$ cat src/rtl/c7458_edge_monitor.sv
// Edge monitor for the two c7458 AND-OR outputs: glitch-filters each line, counts
// filtered rising edges and queues every filtered edge as a timestamped event.
module c7458_edge_monitor #(
    parameter int STABLE = 2,
    parameter int CNT_W  = 8,
    parameter int TS_W   = 8,
    parameter int DEPTH  = 4
) (
    input  logic             clk,
    input  logic             rst_n,
    input  logic             p1y,
    input  logic             p2y,
    input  logic             clr,
    output logic             f1y,
    output logic             f2y,
    output logic [CNT_W-1:0] cnt1,
    output logic [CNT_W-1:0] cnt2,
    output logic             evt_valid,
    input  logic             evt_ready,
    output logic [TS_W+1:0]  evt_data,
    output logic             overflow
);

    localparam int RW = $clog2(STABLE + 1);
    localparam int AW = $clog2(DEPTH);
    localparam int EW = TS_W + 2;

    logic [1:0]      w_raw;
    logic [1:0]      w_flip;
    logic [1:0]      r_f;
    logic [RW-1:0]   r_run [2];
    logic [TS_W-1:0] r_ts;

    logic [EW-1:0]   r_mem [DEPTH];
    logic [AW-1:0]   r_rd;
    logic [AW-1:0]   r_wr;
    logic [AW:0]     r_count;

    logic [EW-1:0]   w_evt1;
    logic [EW-1:0]   w_evt2;
    logic            w_pop;
    logic [AW:0]     w_free;
    logic            w_acc1;
    logic            w_acc2;
    logic            w_drop;
    logic [AW:0]     w_npush;

    assign w_raw = {p2y, p1y};

    // A line flips on the sample that completes STABLE consecutive disagreements.
    always_comb begin
        w_flip = '0;
        for (int ch = 0; ch < 2; ch++) begin
            w_flip[ch] = (w_raw[ch] != r_f[ch]) &&
                         ((r_run[ch] + RW'(1)) == RW'(STABLE));
        end
    end

    always_ff @(posedge clk) begin
        if (!rst_n) begin
            r_f      <= '0;
            r_run[0] <= '0;
            r_run[1] <= '0;
        end else begin
            for (int ch = 0; ch < 2; ch++) begin
                if (w_raw[ch] == r_f[ch]) begin
                    r_run[ch] <= '0;
                end else if (w_flip[ch]) begin
                    r_f[ch]   <= w_raw[ch];
                    r_run[ch] <= '0;
                end else begin
                    r_run[ch] <= r_run[ch] + RW'(1);
                end
            end
        end
    end

    always_ff @(posedge clk) begin
        if (!rst_n) begin
            r_ts <= '0;
        end else begin
            r_ts <= r_ts + TS_W'(1);
        end
    end

    // The event stamp is the cycle of the final qualifying sample, i.e. the current ts.
    assign w_evt1 = {1'b0, p1y, r_ts};
    assign w_evt2 = {1'b1, p2y, r_ts};

    assign w_pop   = evt_valid && evt_ready;
    assign w_free  = (AW+1)'(DEPTH) - r_count + {{AW{1'b0}}, w_pop};
    assign w_acc1  = w_flip[0] && (w_free != '0);
    assign w_acc2  = w_flip[1] && (w_free >= (w_acc1 ? (AW+1)'(2) : (AW+1)'(1)));
    assign w_drop  = (w_flip[0] && !w_acc1) || (w_flip[1] && !w_acc2);
    assign w_npush = {{AW{1'b0}}, w_acc1} + {{AW{1'b0}}, w_acc2};

    // Channel 1 always lands first; a popped slot may be reused in the same cycle.
    always_ff @(posedge clk) begin
        if (!rst_n) begin
            for (int i = 0; i < DEPTH; i++) begin
                r_mem[i] <= '0;
            end
            r_rd    <= '0;
            r_wr    <= '0;
            r_count <= '0;
        end else begin
            if (w_acc1) begin
                r_mem[r_wr] <= w_evt1;
            end
            if (w_acc2) begin
                r_mem[r_wr + AW'(w_acc1)] <= w_evt2;
            end
            r_wr    <= r_wr + AW'(w_npush);
            r_rd    <= r_rd + AW'(w_pop);
            r_count <= r_count + w_npush - {{AW{1'b0}}, w_pop};
        end
    end

    assign evt_valid = (r_count != '0);
    assign evt_data  = r_mem[r_rd];

    // Clear has priority over a same-cycle increment or drop.
    always_ff @(posedge clk) begin
        if (!rst_n) begin
            cnt1     <= '0;
            cnt2     <= '0;
            overflow <= 1'b0;
        end else if (clr) begin
            cnt1     <= '0;
            cnt2     <= '0;
            overflow <= 1'b0;
        end else begin
            if (w_flip[0] && p1y && (cnt1 != '1)) begin
                cnt1 <= cnt1 + CNT_W'(1);
            end
            if (w_flip[1] && p2y && (cnt2 != '1)) begin
                cnt2 <= cnt2 + CNT_W'(1);
            end
            if (w_drop) begin
                overflow <= 1'b1;
            end
        end
    end

    assign f1y = r_f[0];
    assign f2y = r_f[1];

endmodule

$ cat config.mk
export PLATFORM = sky130hd
export DESIGN_NAME = c7458_edge_monitor
export DESIGN_NICKNAME = d
export VERILOG_FILES = /design/src/rtl/c7458_edge_monitor.sv
export SDC_FILE = /design/constraint.sdc
export NUM_CORES = 1
export LEC_CHECK = 0
export ABC_AREA = 1
export BUFFER_PORTS_ARGS = -buffer_cell sky130_fd_sc_hd__buf_2
export CAP_MARGIN = 20
export CORE_MARGIN = 2
export CORE_UTILIZATION = 42
export DETAILED_ROUTE_END_ITERATION = 8
export PLACE_DENSITY_LB_ADDON = 0.25
export REMOVE_ABC_BUFFERS = 1
export SYNTH_ARGS = -nofsm -noshare
export SYNTH_HDL_FRONTEND = slang
export SYNTH_SLANG_ARGS = --single-unit
$ cat constraint.sdc
create_clock -name clk -period 4.7 [get_ports clk]
set_input_delay 0.47 -clock clk [delete_from_list [all_inputs] [get_ports clk]]
set_output_delay 0.47 -clock clk [all_outputs]
set_load 0.005 [all_outputs]
* Word level (Yosys, flattened, before mapping)
Memory sizes are Yosys's and may differ from the RTL's. A register that Yosys moved wholly into a read port is not among the register bits.
Cells that the tools add are included.
** Operators by class
- $add $sub $neg :: 13
- Magnitude comparators :: 1
- Equality and inequality tests :: 8
- Mux-type cells :: 43
- Bitwise gates (word level) :: 9
- Reduce and logical (&&, ||, !) cells :: 21
** Operator list (count)
- $mux 1 :: 31
- $add 8x1->8 const B :: 3
- $mux 10 :: 2
- $mux 2 :: 10
- $reduce_or 10->1 :: 2
- $ne 8x8->1 const B :: 2
- $logic_and 1x1->1 :: 11
- $or 1x1->1 :: 6
- $reduce_bool 3->1 :: 2
- $add 2x1->2 :: 2
- $add 2x1->2 const B :: 2
- $eq 2x2->1 const B :: 2
- $reduce_and 2->1 :: 2
- $add 3x1->3 :: 1
- $add 3x2->3 :: 1
- $ge 3x2->1 :: 1
- $not 1->1 :: 3
- $sub 3x1->3 :: 1
- $sub 3x3->3 const A :: 1
- $add 1x1->2 :: 1
- $add 2x2->2 :: 1
- $eq 1x1->1 :: 2
- $logic_not 1->1 :: 2
- $ne 1x1->1 :: 2
- 2 further kinds :: 2
** Word-level totals
- Register bits :: 34
- Memory bits (writable) :: 44
- Memories kept :: 2
** Memory list
- r_mem :: words 4, bits a word 10, read ports 1, clocked after Yosys merged registers in 1, wr ports 4, line 34 : logic [EW-1:0] r_mem [DEPTH];
- r_run :: words 2, bits a word 2, read ports 2, clocked after Yosys merged registers in 0, wr ports 2, line 31 : logic [RW-1:0] r_run [2];

* Depth between registers and ports, before layout
- Word-level depth :: 13
- Gate-level depth with buffers :: 23
- Depth with buffers taken out :: 23

* Least setup slack after synthesis
No wires, ideal clock.
- Kind :: flip-flop to flip-flop
- From :: reg r_count[2]
- To :: reg r_count[2]
- Setup time :: 0.124 ns
- Arrival :: 3.466 ns
- Required time :: 4.576 ns
- Slack :: 1.110 ns
- Stages on the path, launching flop included :: 22
- Path buffers :: 0
- Period minus slack after synthesis :: 3.590 ns
- Cells stage by stage :: dfxtp_1 > nor2_1 > nand2_1 > nand2_1 > ha_1 > inv_1 > ha_1 > nor2_1 > nand3_1 > nand2_2 > ha_1 > o21ai_0 > a31oi_1 > ha_1 > inv_1 > ha_1 > inv_1 > ha_1 > fa_1 > xor2_1 > o21ai_0 > a21oi_1
** Between the ends
- Longest elaborated chain between the ends :: 11
- Elaborated cells between the ends (all ways) :: 12
- Classes of those cells :: add/sub (5); order compare (1); mux (1); reduce/logical (5)
** Ends and longest elaborated chain
- start: declaration :: line 37 : logic [AW:0] r_count;
- start signal: assignment :: line 115 : r_count <= r_count + w_npush - {{AW{1'b0}}, w_pop};
- $reduce_bool 3->1 (*) :: line 119 : assign evt_valid = (r_count != '0);
- via evt_valid :: line 18 : output logic evt_valid,
- $logic_and 1x1->1 (*) :: line 90 : assign w_pop = evt_valid && evt_ready;
- $add 3x1->3 :: line 91 : assign w_free = (AW+1)'(DEPTH) - r_count + {{AW{1'b0}}, w_pop};
- $reduce_bool 3->1 :: line 92 : assign w_acc1 = w_flip[0] && (w_free != '0);
- $logic_and 1x1->1 :: line 92
- $mux 2 :: line 93 : assign w_acc2 = w_flip[1] && (w_free >= (w_acc1 ? (AW+1)'(2) : (AW+1)'(1)));
- $ge 3x2->1 :: line 93
- $logic_and 1x1->1 :: line 93
- $add 1x1->2 :: line 95 : assign w_npush = {{AW{1'b0}}, w_acc1} + {{AW{1'b0}}, w_acc2};
- $add 3x2->3 :: line 115
- $sub 3x1->3 (*) :: line 115
Mark *: on every way through the listed nets, which the timed path passes. The rest lies on a longest branch.
A chain may end at the register's enable or synchronous reset.

* Worst setup path in the final report
- From :: reg r_count[2]
- To :: reg r_count[2]
** Between the ends
- Longest elaborated chain between the ends :: 11
- Elaborated cells between the ends (all ways) :: 12
- Classes of those cells :: add/sub (5); order compare (1); mux (1); reduce/logical (5)
** Ends and longest elaborated chain (line)
- parallel branches: the longest is 10 deep, another holds $sub 3x3->3
- $sub 3x1->3 (*) :: 115
Every way passes the cells marked *.

==> summary.md <==
| Metric | Value |
|---|---|
| Outcome | `finished clean` |
| Ys flop type | `edfxtp_1` |
| Cts hold-fix bufs | `0` |
| Clock-pin transition on the worst setup and hold timing paths | `0.09 ns` |
| Dpl cell area | `4140 sq um` |
| Vias in the first global route | `2,865` |
| Sequential Power Share | `0.451` |
| Post-synth EDFFs | `40` |
| Post-CTS sizing | `0` |
| RSZ-0062 raised after global routing | `false` |
| Clk buf depth | `2` |
| Core area | `9060 sq um` |
| Top Ports | `36` |
| Initial antenna violation count | `0` |
| Sequential area share after synthesis | `0.507` |
| Final setup fails | `0` |
| Max Cap Viol | `0` |
| Number of synthesis warnings | `0` |
| Num rows | `35` |
| WP data required | `4.94 ns` |
| Post-detailed-route count of antenna-violating nets | `0` |
| Total GRT Usage | `0.167` |
| Gate power share | `0.282` |
| Die ar. | `9990 sq um` |
| Avg Cell Area, Syn | `8.30 sq um` |
| Distinct cells, synth | `32` |
| Postcts setup bufs | `0` |
| Mapped cell area | `3870 sq um` |
| Initial Utilization | `0.427` |
| Slew headroom | `0.535` |
| HPWL Detailed | `5410 microns` |
| Synth cell count leaders | `87 x nor2_1, 83 x nand2_1, 53 x inv_1` |
| Total Routed Length | `7670 microns` |
| Leading area contributor after synthesis | `edfxtp_1` |
| DIE HEIGHT | `99.9 microns` |
| Fin crit period | `3.84 ns` |
| Net Sw Frac | `0.357` |
| Critical path origin | `r_count[2]` |
| CP max FO | `6` |
| Fill cells | `882` |
| Final RePlAce weighted congestion | `0.787` |
| Worst r2r src | `r_count[2]` |
| Total power draw | `1.82 mW` |
| Remaining DRCs | `0` |
| P_int | `1.17 mW` |
| Largest cells by area after synthesis | `edfxtp_1 31%, dfxtp_1 20%, nor2_1 8.4%, nand2_1 8.1%, ha_1 5.2%` |
| Total grt overflow | `0` |
| Final Hold Viols | `0` |
| Fmax | `0.260 GHz` |
| Via density per instance | `4.81` |
| Vias after detailed routing | `2,990` |
| Worst hold start | `clr` |
| Layout Nets | `528` |
| Async set-or-reset flop fraction in the synthesized netlist | `0` |
| Layout cells sized above 1 | `0.143` |
| I/O Buffers | `35` |
| Fin Setup TNS | `0 ns` |
| Count leader, synth | `nor2_1` |
| Synth top area share | `0.311` |
| Sink Count | `78` |
| Worst skew pair latency | `0.36 ns` |
| Clock power frac | `0.267` |
| CTS buffer count | `9` |
| Tcrit/Tclk final | `0.818` |
| Design Area, Final | `4330 sq um` |
| DRT iter0 DRCs | `103` |
| WL/cell | `12.3 microns` |
| Ant diodes | `0` |
| Leakage | `1.85 nW` |
| Tightest Pin Transition | `0.696 ns` |
| Pwr Density | `419 nW/um^2` |
| Largest net degree at the start of global routing | `31` |
| Critical path class | `reg2reg` |
| Max Slew Vio Count | `0` |
| Switching pwr | `0.649 mW` |
| Worst VDD drop | `163 uV` |
| HP Class | `in2reg` |
| Area growth syn-to-layout | `12.0%` |
| Seq cells post-synth | `78` |
| Pre-antenna DRT Iters | `4` |
| H-tree Lvls | `3` |
| Clock Skews | `0.00943 ns` |
| Cells after synthesis | `466` |
| Die Span X | `99.9 microns` |
| CTS root buf | `clkbuf_8` |
| CTS tree | `yes` |
| Crit start category | `flip-flop` |
| CP arrival | `4.09 ns` |
| First-pass GRT wire length | `13,200 microns` |
| Element type at the critical path end | `flip-flop` |
-- power by group through the flow --
stage | combinational (mW) | clock, mW | sequential, mW
CTS | 0.519 | 0.498 | 0.821
global route | 0.603 | 0.529 | 0.830
floorplan | 0.370 | 0 | 0.818
finish | 0.512 | 0.484 | 0.820
detailed placement | 0.516 | 0 | 0.837
global placement | 0.500 | 0 | 0.835
-- area by class of cell --
cell class,instances,area [sq um],area share
Clock buffer,9,124,0.0286
Clock inverter,7,63.8,0.0147
Inverter,61,229,0.0529
Multi-Input combinational cell,320,1640,0.378
Sequential cell,78,1960,0.453
Tap cell,111,139,0.0321
Timing Repair Buffer,35,175,0.0404
-- critical path, cell delays in order, from the launching register on --
cell and delay (ns):
dfxtp_1 0.44, nor2_1 0.07, nand2_1 0.07, nand2_1 0.07, ha_1 0.18, inv_1 0.06
ha_1 0.23, nor2_1 0.10, nand3_1 0.15, nand2_2 0.16, ha_1 0.24, o21ai_0 0.27
a31oi_1 0.13, ha_1 0.30, inv_1 0.04, ha_1 0.26, inv_1 0.04, ha_1 0.19
fa_1 0.37, xor2_1 0.16, o21ai_0 0.15, a21oi_1 0.05
-- cell usage in the layout (no fill, tap or decap), types with 7 or more instances in the layout --
cell,n
edfxtp_1,40
clkbuf_8,9
nand3_1,20
nand4_1,8
inv_1,53
o22ai_1,10
ha_1,16
nand2_1,83
dfxtp_1,38
buf_2,35
inv_2,7
a21oi_1,22
nor2_1,87
o21ai_0,34
-- kinds of logic (layout without fill, tap and decap cells) --
group,after synthesis,in the layout,share of synthesized area
compound gates,69,69,0.0948
simple gates,220,220,0.246
fa+ha+maj,17,17,0.0570
other cells,1,4,0.000970
flops,78,78,0.507
xor+xnor,10,10,0.0227
buf+inv,71,112,0.0715
-- sequential cells by signal, summed over array words and instances (netlist names) --
name / flops
r_f: 2
overflow: 1
r_ts: 8
cnt1: 8
cnt2: 8
r_count: 3
r_wr: 2
r_rd: 2
r_run: 4
r_mem: 40
-- routing by layer --
| layer | up-vias | part of all wire | global-route usage |
|---|---|---|---|
| li1 | 1599 | - | - |
| met1 | 1329 | 0.48 | 0.222 |
| met2 | 57 | 0.47 | 0.273 |
| met3 | 5 | 0.044 | 0.0474 |
| met4 | 0 | 0.0080 | 0.0411 |
| met5 | - | 0 | 0 |
-- final timing paths --
check / end / slack [ns] / cells after the start
worst min register to register: r_mem[2][9] / 0.48 / 2
worst max register to register: r_count[2] / 0.86 / 21
worst min-delay path: cnt2[2] / 0.42 / 4
worst max-delay path: r_count[2] / 0.86 / 21
-- per-stage QoR --
step,hold WS (ns),instances,util,setup WS [ns]
floorplan,0.430,459,-,1.11
global placement,0.454,605,0.457,0.921
detailed placement,0.462,605,0.457,0.823
CTS,0.411,621,0.478,0.834
global route,0.409,621,0.478,0.468
finish,0.419,621,0.478,0.856
No activity file was read; power rests on OpenSTA's default activity.
